--- config.mk ---
export PLATFORM = sky130hd
export DESIGN_NAME = lane_ser
export DESIGN_NICKNAME = d
export VERILOG_FILES = /design/src/rtl/lane_ser.sv
export SDC_FILE = /design/constraint.sdc
export NUM_CORES = 1
export LEC_CHECK = 0
export ABC_AREA = 1
export ABC_CLOCK_PERIOD_IN_PS = 8450
export CORE_ASPECT_RATIO = 1.25
export CORE_MARGIN = 2
export CORE_UTILIZATION = 30
export CTS_BUF_LIST = sky130_fd_sc_hd__clkbuf_16
export CTS_CLUSTER_SIZE = 10
export DETAILED_ROUTE_END_ITERATION = 10
export SYNTH_ARGS = -nofsm -noshare
export SYNTH_HDL_FRONTEND = slang
export SYNTH_SLANG_ARGS = --single-unit
--- constraint.sdc ---
create_clock -name clk -period 8.45 [get_ports clk]
set_input_delay 1.2675 -clock clk [delete_from_list [all_inputs] [get_ports clk]]
set_output_delay 1.2675 -clock clk [all_outputs]
set_load 0.01 [all_outputs]
--- src/rtl/lane_ser.sv ---
// lane_ser: multi-lane parallel-to-serial converter with a one-entry holding register.
// Define LANE_SER_PRBS_EN to add PRBS7 (x^7+x^6+1) training on idle lanes.
module lane_ser #(
  parameter int   LANES    = 4,
  parameter int   WIDTH    = 32,
  parameter logic IDLE_VAL = 1'b0
) (
  input  logic                   clk,
  input  logic                   rst,
  input  logic [LANES*WIDTH-1:0] din,
  input  logic                   in_valid,
  output logic                   in_ready,
  input  logic                   msb_first,
  input  logic                   prbs_en,
  output logic [LANES-1:0]       dout,
  output logic                   frame_start,
  output logic                   busy,
  output logic                   underflow,
  output logic [7:0]             underflow_cnt
);
  localparam int CW = $clog2(WIDTH);
  typedef enum logic {IDLE, SHIFT} state_t;
  state_t                 state;
  logic [LANES*WIDTH-1:0] hold, shreg, load_word, shreg_nx;
  logic [LANES-1:0]       shreg_bits, idle_bits;
  logic [CW-1:0]          cnt;
  logic                   hold_msb, hold_full, last, load, accept, uf_pend, train;
  assign last     = (state == SHIFT) && (cnt == CW'(WIDTH - 1));
  assign load     = hold_full && (state == IDLE || last) && !train;
  assign in_ready = !hold_full || load;
  assign accept   = in_valid && in_ready;
  always_comb begin
    load_word  = hold;
    shreg_nx   = shreg;
    shreg_bits = '0;
    for (int l = 0; l < LANES; l++) begin
      shreg_nx[l*WIDTH +: WIDTH] = shreg[l*WIDTH +: WIDTH] >> 1;
      shreg_bits[l] = shreg[l*WIDTH];
      for (int b = 0; b < WIDTH; b++)
        load_word[l*WIDTH+b] = hold_msb ? hold[l*WIDTH+WIDTH-1-b] : hold[l*WIDTH+b];
    end
  end
`ifdef LANE_SER_PRBS_EN
  logic [6:0] lfsr [LANES];
  assign train = prbs_en;
  always_ff @(posedge clk or posedge rst)
    if (rst)
      for (int l = 0; l < LANES; l++) lfsr[l] <= 7'(l + 1);
    else
      for (int l = 0; l < LANES; l++) lfsr[l] <= {lfsr[l][5:0], lfsr[l][6] ^ lfsr[l][5]};
  always_comb begin
    idle_bits = {LANES{IDLE_VAL}};
    for (int l = 0; l < LANES; l++) idle_bits[l] = prbs_en ? lfsr[l][6] : IDLE_VAL;
  end
`else
  logic unused_prbs;
  assign unused_prbs = prbs_en;
  assign train       = 1'b0;
  assign idle_bits   = {LANES{IDLE_VAL}};
`endif
  // underflow is delayed one cycle so it lines up with the first idle bit on dout
  always_ff @(posedge clk or posedge rst)
    if (rst) begin
      state         <= IDLE;
      hold          <= '0;
      hold_msb      <= 1'b0;
      hold_full     <= 1'b0;
      shreg         <= '0;
      cnt           <= '0;
      dout          <= {LANES{IDLE_VAL}};
      frame_start   <= 1'b0;
      busy          <= 1'b0;
      uf_pend       <= 1'b0;
      underflow     <= 1'b0;
      underflow_cnt <= '0;
    end else begin
      if (accept) begin
        hold     <= din;
        hold_msb <= msb_first;
      end
      hold_full   <= accept || (hold_full && !load);
      dout        <= state == SHIFT ? shreg_bits : idle_bits;
      frame_start <= state == SHIFT && cnt == '0;
      busy        <= state == SHIFT;
      uf_pend     <= last && !hold_full && !train;
      underflow   <= uf_pend;
      if (uf_pend && underflow_cnt != 8'hff) underflow_cnt <= underflow_cnt + 8'd1;
      if (load) begin
        shreg <= load_word;
        cnt   <= '0;
        state <= SHIFT;
      end else if (state == SHIFT) begin
        shreg <= shreg_nx;
        cnt   <= last ? '0 : cnt + 1'b1;
        state <= last ? IDLE : SHIFT;
      end
    end
endmodule

==> flow_metrics.env <==
export IMPL_drc=0
export IMPL_cp_slowest_stage_delay_ns=0.52
export IMPL_drive_above_1_share_pct=5.23
export IMPL_cp_max_fo=8
export IMPL_portBuffers=147
export IMPL_setup_violations_final=0
export IMPL_swShare_pct=26.3
export IMPL_grtUsageTotal_pct=14.1
export IMPL_first_pass_iters=4
export IMPL_final_setup_tns_ns=0
export IMPL_synth_area_per_cell_um2=7.33
export IMPL_cts_hold_buffers=0
export IMPL_relSlewSlack_pct=36.6
export IMPL_ios=149
export IMPL_cp_slowest_cell="clkdlybuf4s50_1"
export IMPL_switching_power_mw=0.890
export IMPL_clock_root_buffer="clkbuf_16"
export IMPL_report_final_slew_viol_count=0
export IMPL_wl_per_cell_um=13.0
export IMPL_synth_edff_count=0
export IMPL_power_density_mw_per_mm2=204
export IMPL_drtIter0Drc=537
export IMPL_viasPerCell=4.47
export IMPL_hold_viol=0
export IMPL_period_share_pct=43.2
export IMPL_grt_use_met1_pct=17.6
export IMPL_ys_warnings_count=0
export IMPL_dp_slack_ns=4.56
export IMPL_ir_drop_mv=0.117
export IMPL_power_share_combinational_pct=13.1
export IMPL_busiest_layer="met2"
export IMPL_path_class="register to output pin"
export IMPL_ant_nets=0
export IMPL_cts_resized=0
export IMPL_row_count=88
export IMPL_fillCellCount=4790
export IMPL_p_int_mw=2.49
export IMPL_grt_max_degree=149
export IMPL_cts_tree="yes"
export IMPL_clk_latency_ns=0.51
export IMPL_tightest_slew_ns=0.952
export IMPL_grt_antenna_before_repair=0
export IMPL_setup_slack_ns=4.80
export IMPL_post_cts_buffers=0
export IMPL_gr_usage_met2_pct=25.0
export IMPL_clock_skew_final_ns=0.0120
export IMPL_ff2ff_path_depth=13
export IMPL_leakage_nw=8.61
export IMPL_outcome="finished, final reports clean"
export IMPL_cpMostUsedCell="ha_1"
export IMPL_synth_distinct_cells=24
export IMPL_wl_mm=33.4
export IMPL_fmax_mhz=274
export IMPL_grt_pass1_vias=11300
export IMPL_syn_to_final_growth_pct=19.6
export IMPL_critPathLaunchType="register"
export IMPL_p_clk_share_pct=40.2
export IMPL_cts_buffer_depth=3
export IMPL_ys_ff_latch=280
export IMPL_gr_total_overflow=0
export IMPL_synth_nets=2028
export IMPL_end_kind="output pin"
export IMPL_netlist_area_mm2=0.0139
export IMPL_synth_cells=1891
export IMPL_hpwl_mm=20.3
export IMPL_synthArstFlopShare_pct=100
export IMPL_ys_flop_type="dfrtp_1"
export IMPL_cp_arrival_ns=2.38
export IMPL_clk_pin_slew_ns=0.05
export IMPL_fp_dieH_um=244
export IMPL_num_vias=11500
export IMPL_core_mm2=0.0459
export IMPL_fp_dieArea_mm2=0.0479
export IMPL_maxCapViolCount=0
export IMPL_cts_htree_levels=2
export IMPL_crit_chain="ha_1 > nand2_1 > nor2_1 > ha_1 > nor2_4 > nand2_4 > clkdlybuf4s50_1"
export IMPL_place_gp_congestion=0.796
export IMPL_synth_seq_area_share_pct=50.6
export IMPL_fin_crit_ns=3.65
export IMPL_die_w_um=196
export IMPL_numCtsBuffers=36
export IMPL_start_util_pct=30.2
export IMPL_hold_path_class="register to register"
export IMPL_grt_pass1_wl_mm=55.5
export IMPL_final_nets=2114
export IMPL_cp_required_ns=7.18
export IMPL_seqPwrFrac_pct=46.7
export IMPL_globalRouteMet3Util_pct=2.25
export IMPL_clock_sinks=280
export IMPL_rsz0062_at_grt="false"
export IMPL_min_path_cells=1
==> cell usage after synthesis, types with 2 or more instances <==
cell type / instances / area [um2]
buf_1: 16 / 60.1
nand2_4: 2 / 22.5
buf_6: 12 / 135
ha_1: 4 / 50.1
o21ai_0: 137 / 686
inv_2: 3 / 11.3
xor2_1: 2 / 17.5
a21oi_2: 41 / 359
a21oi_1: 84 / 420
nor2_1: 132 / 495
buf_2: 37 / 185
nor3_1: 2 / 10.0
nand4_1: 2 / 12.5
nand3_1: 10 / 50.1
nand2_1: 932 / 3500
dfrtp_1: 280 / 7010
clkbuf_1: 24 / 90.1
inv_1: 144 / 541
buf_4: 22 / 165
==> layout by cell type (no fill, tap or decap), types with 2 or more instances in the layout <==
cell,n
ha_1,4
xor2_1,2
inv_1,151
clkbuf_16,37
nor2_4,2
buf_4,11
dfrtp_1,279
clkinv_1,3
nand4_1,2
clkdlybuf4s50_1,147
nand2_1,931
nor2_1,132
nor3_1,2
a21oi_1,84
inv_4,2
o21ai_0,137
a21oi_2,41
nand3_1,10
nand2_4,2
clkinvlp_4,2
==> sequential cells by signal (all words and copies together), names as in the netlist <==
| register | count |
|---|---|
| busy | 1 |
| cnt | 5 |
| dout | 4 |
| frame_start | 1 |
| hold | 128 |
| hold_full | 1 |
| hold_msb | 1 |
| shreg | 128 |
| state | 1 |
| uf_pend | 1 |
| underflow | 1 |
| underflow_cnt | 8 |
==> cells by family (layout without fill, tap and decap cells) <==
logic type	count (synthesis)	after routing	share of synthesized area, %
buffers and inverters	258	357	8.57
AO/OA/AOI/OAI	263	263	10.6
XOR/XNOR	3	3	0.190
other	0	1	0
adder cells (fa/ha/maj)	4	4	0.361
AND/OR/NAND/NOR	1083	1083	29.7
flip-flops	280	280	50.6
==> worst max-delay path, delay by kind of cell, from the launching register on <==
| kind | cells | cell delay, ns |
|---|---|---|
| adder cells (fa/ha/maj) | 2 | 0.45 |
| buffers and inverters | 1 | 0.52 |
| flip-flops | 1 | 0.42 |
| AND/OR/NAND/NOR | 4 | 0.49 |
==> path summary, 6_finish.rpt <==
| path | slack, ns | end | start |
|---|---|---|---|
| setup / recovery | 4.80 | in_ready | cnt[0]$_DFFE_PP0P_ |
| hold / removal | 0.44 | frame_start$_DFF_PP0_ | cnt[3]$_DFFE_PP0P_ |
| setup reg to reg | 5.09 | shreg[113]$_DFFE_PP0P_ | cnt[0]$_DFFE_PP0P_ |
| hold reg to reg | 0.44 | frame_start$_DFF_PP0_ | cnt[3]$_DFFE_PP0P_ |
| max in group asynchronous | 5.34 | shreg[99]$_DFFE_PP0P_ | rst |
| min in group asynchronous | 1.28 | shreg[112]$_DFFE_PP0P_ | rst |
==> power groups by stage <==
stage / Sequential, mW / Combinational [mW] / Clock [mW]
floorplan: 1.57 / 0.324 / 0
global placement: 1.59 / 0.441 / 0
detailed placement: 1.60 / 0.452 / 0
CTS: 1.58 / 0.454 / 1.41
global route: 1.60 / 0.519 / 1.47
finish: 1.58 / 0.444 / 1.36
==> through the flow <==
step / util [%] / cells / hold WS, ns / instance area (um2) / total power, mW
5_1_grt: 36.1 / 2575 / 0.458 / 16600 / 3.59
2_1_floorplan: - / 1891 / 0.355 / 13900 / 1.90
4_1_cts: 36.1 / 2575 / 0.441 / 16600 / 3.45
6_report: 36.1 / 2576 / 0.439 / 16600 / 3.38
3_3_place_gp: 33.9 / 2524 / 0.429 / 15600 / 2.04
3_5_place_dp: 33.9 / 2524 / 0.434 / 15600 / 2.05
==> layer usage <==
| layer | vias to the layer above | share of wire [%] |
|---|---|---|
| li1 | 5916 | - |
| met1 | 5397 | 46 |
| met2 | 152 | 49 |
| met3 | 47 | 3.0 |
| met4 | 0 | 2.2 |
| met5 | - | 0 |
==> layout make-up <==
class	count	area, um2	share of cell area (%)
antenna	1	2.50	0.0151
timing repair buffer	159	1570	9.50
clock inverter	14	87.6	0.528
tap	585	732	4.42
clock buffer	37	926	5.59
inverter	147	561	3.38
multi-input combinational	1353	5680	34.3
sequential	280	7010	42.3
Note: power is estimated with default switching activity, not from simulation.
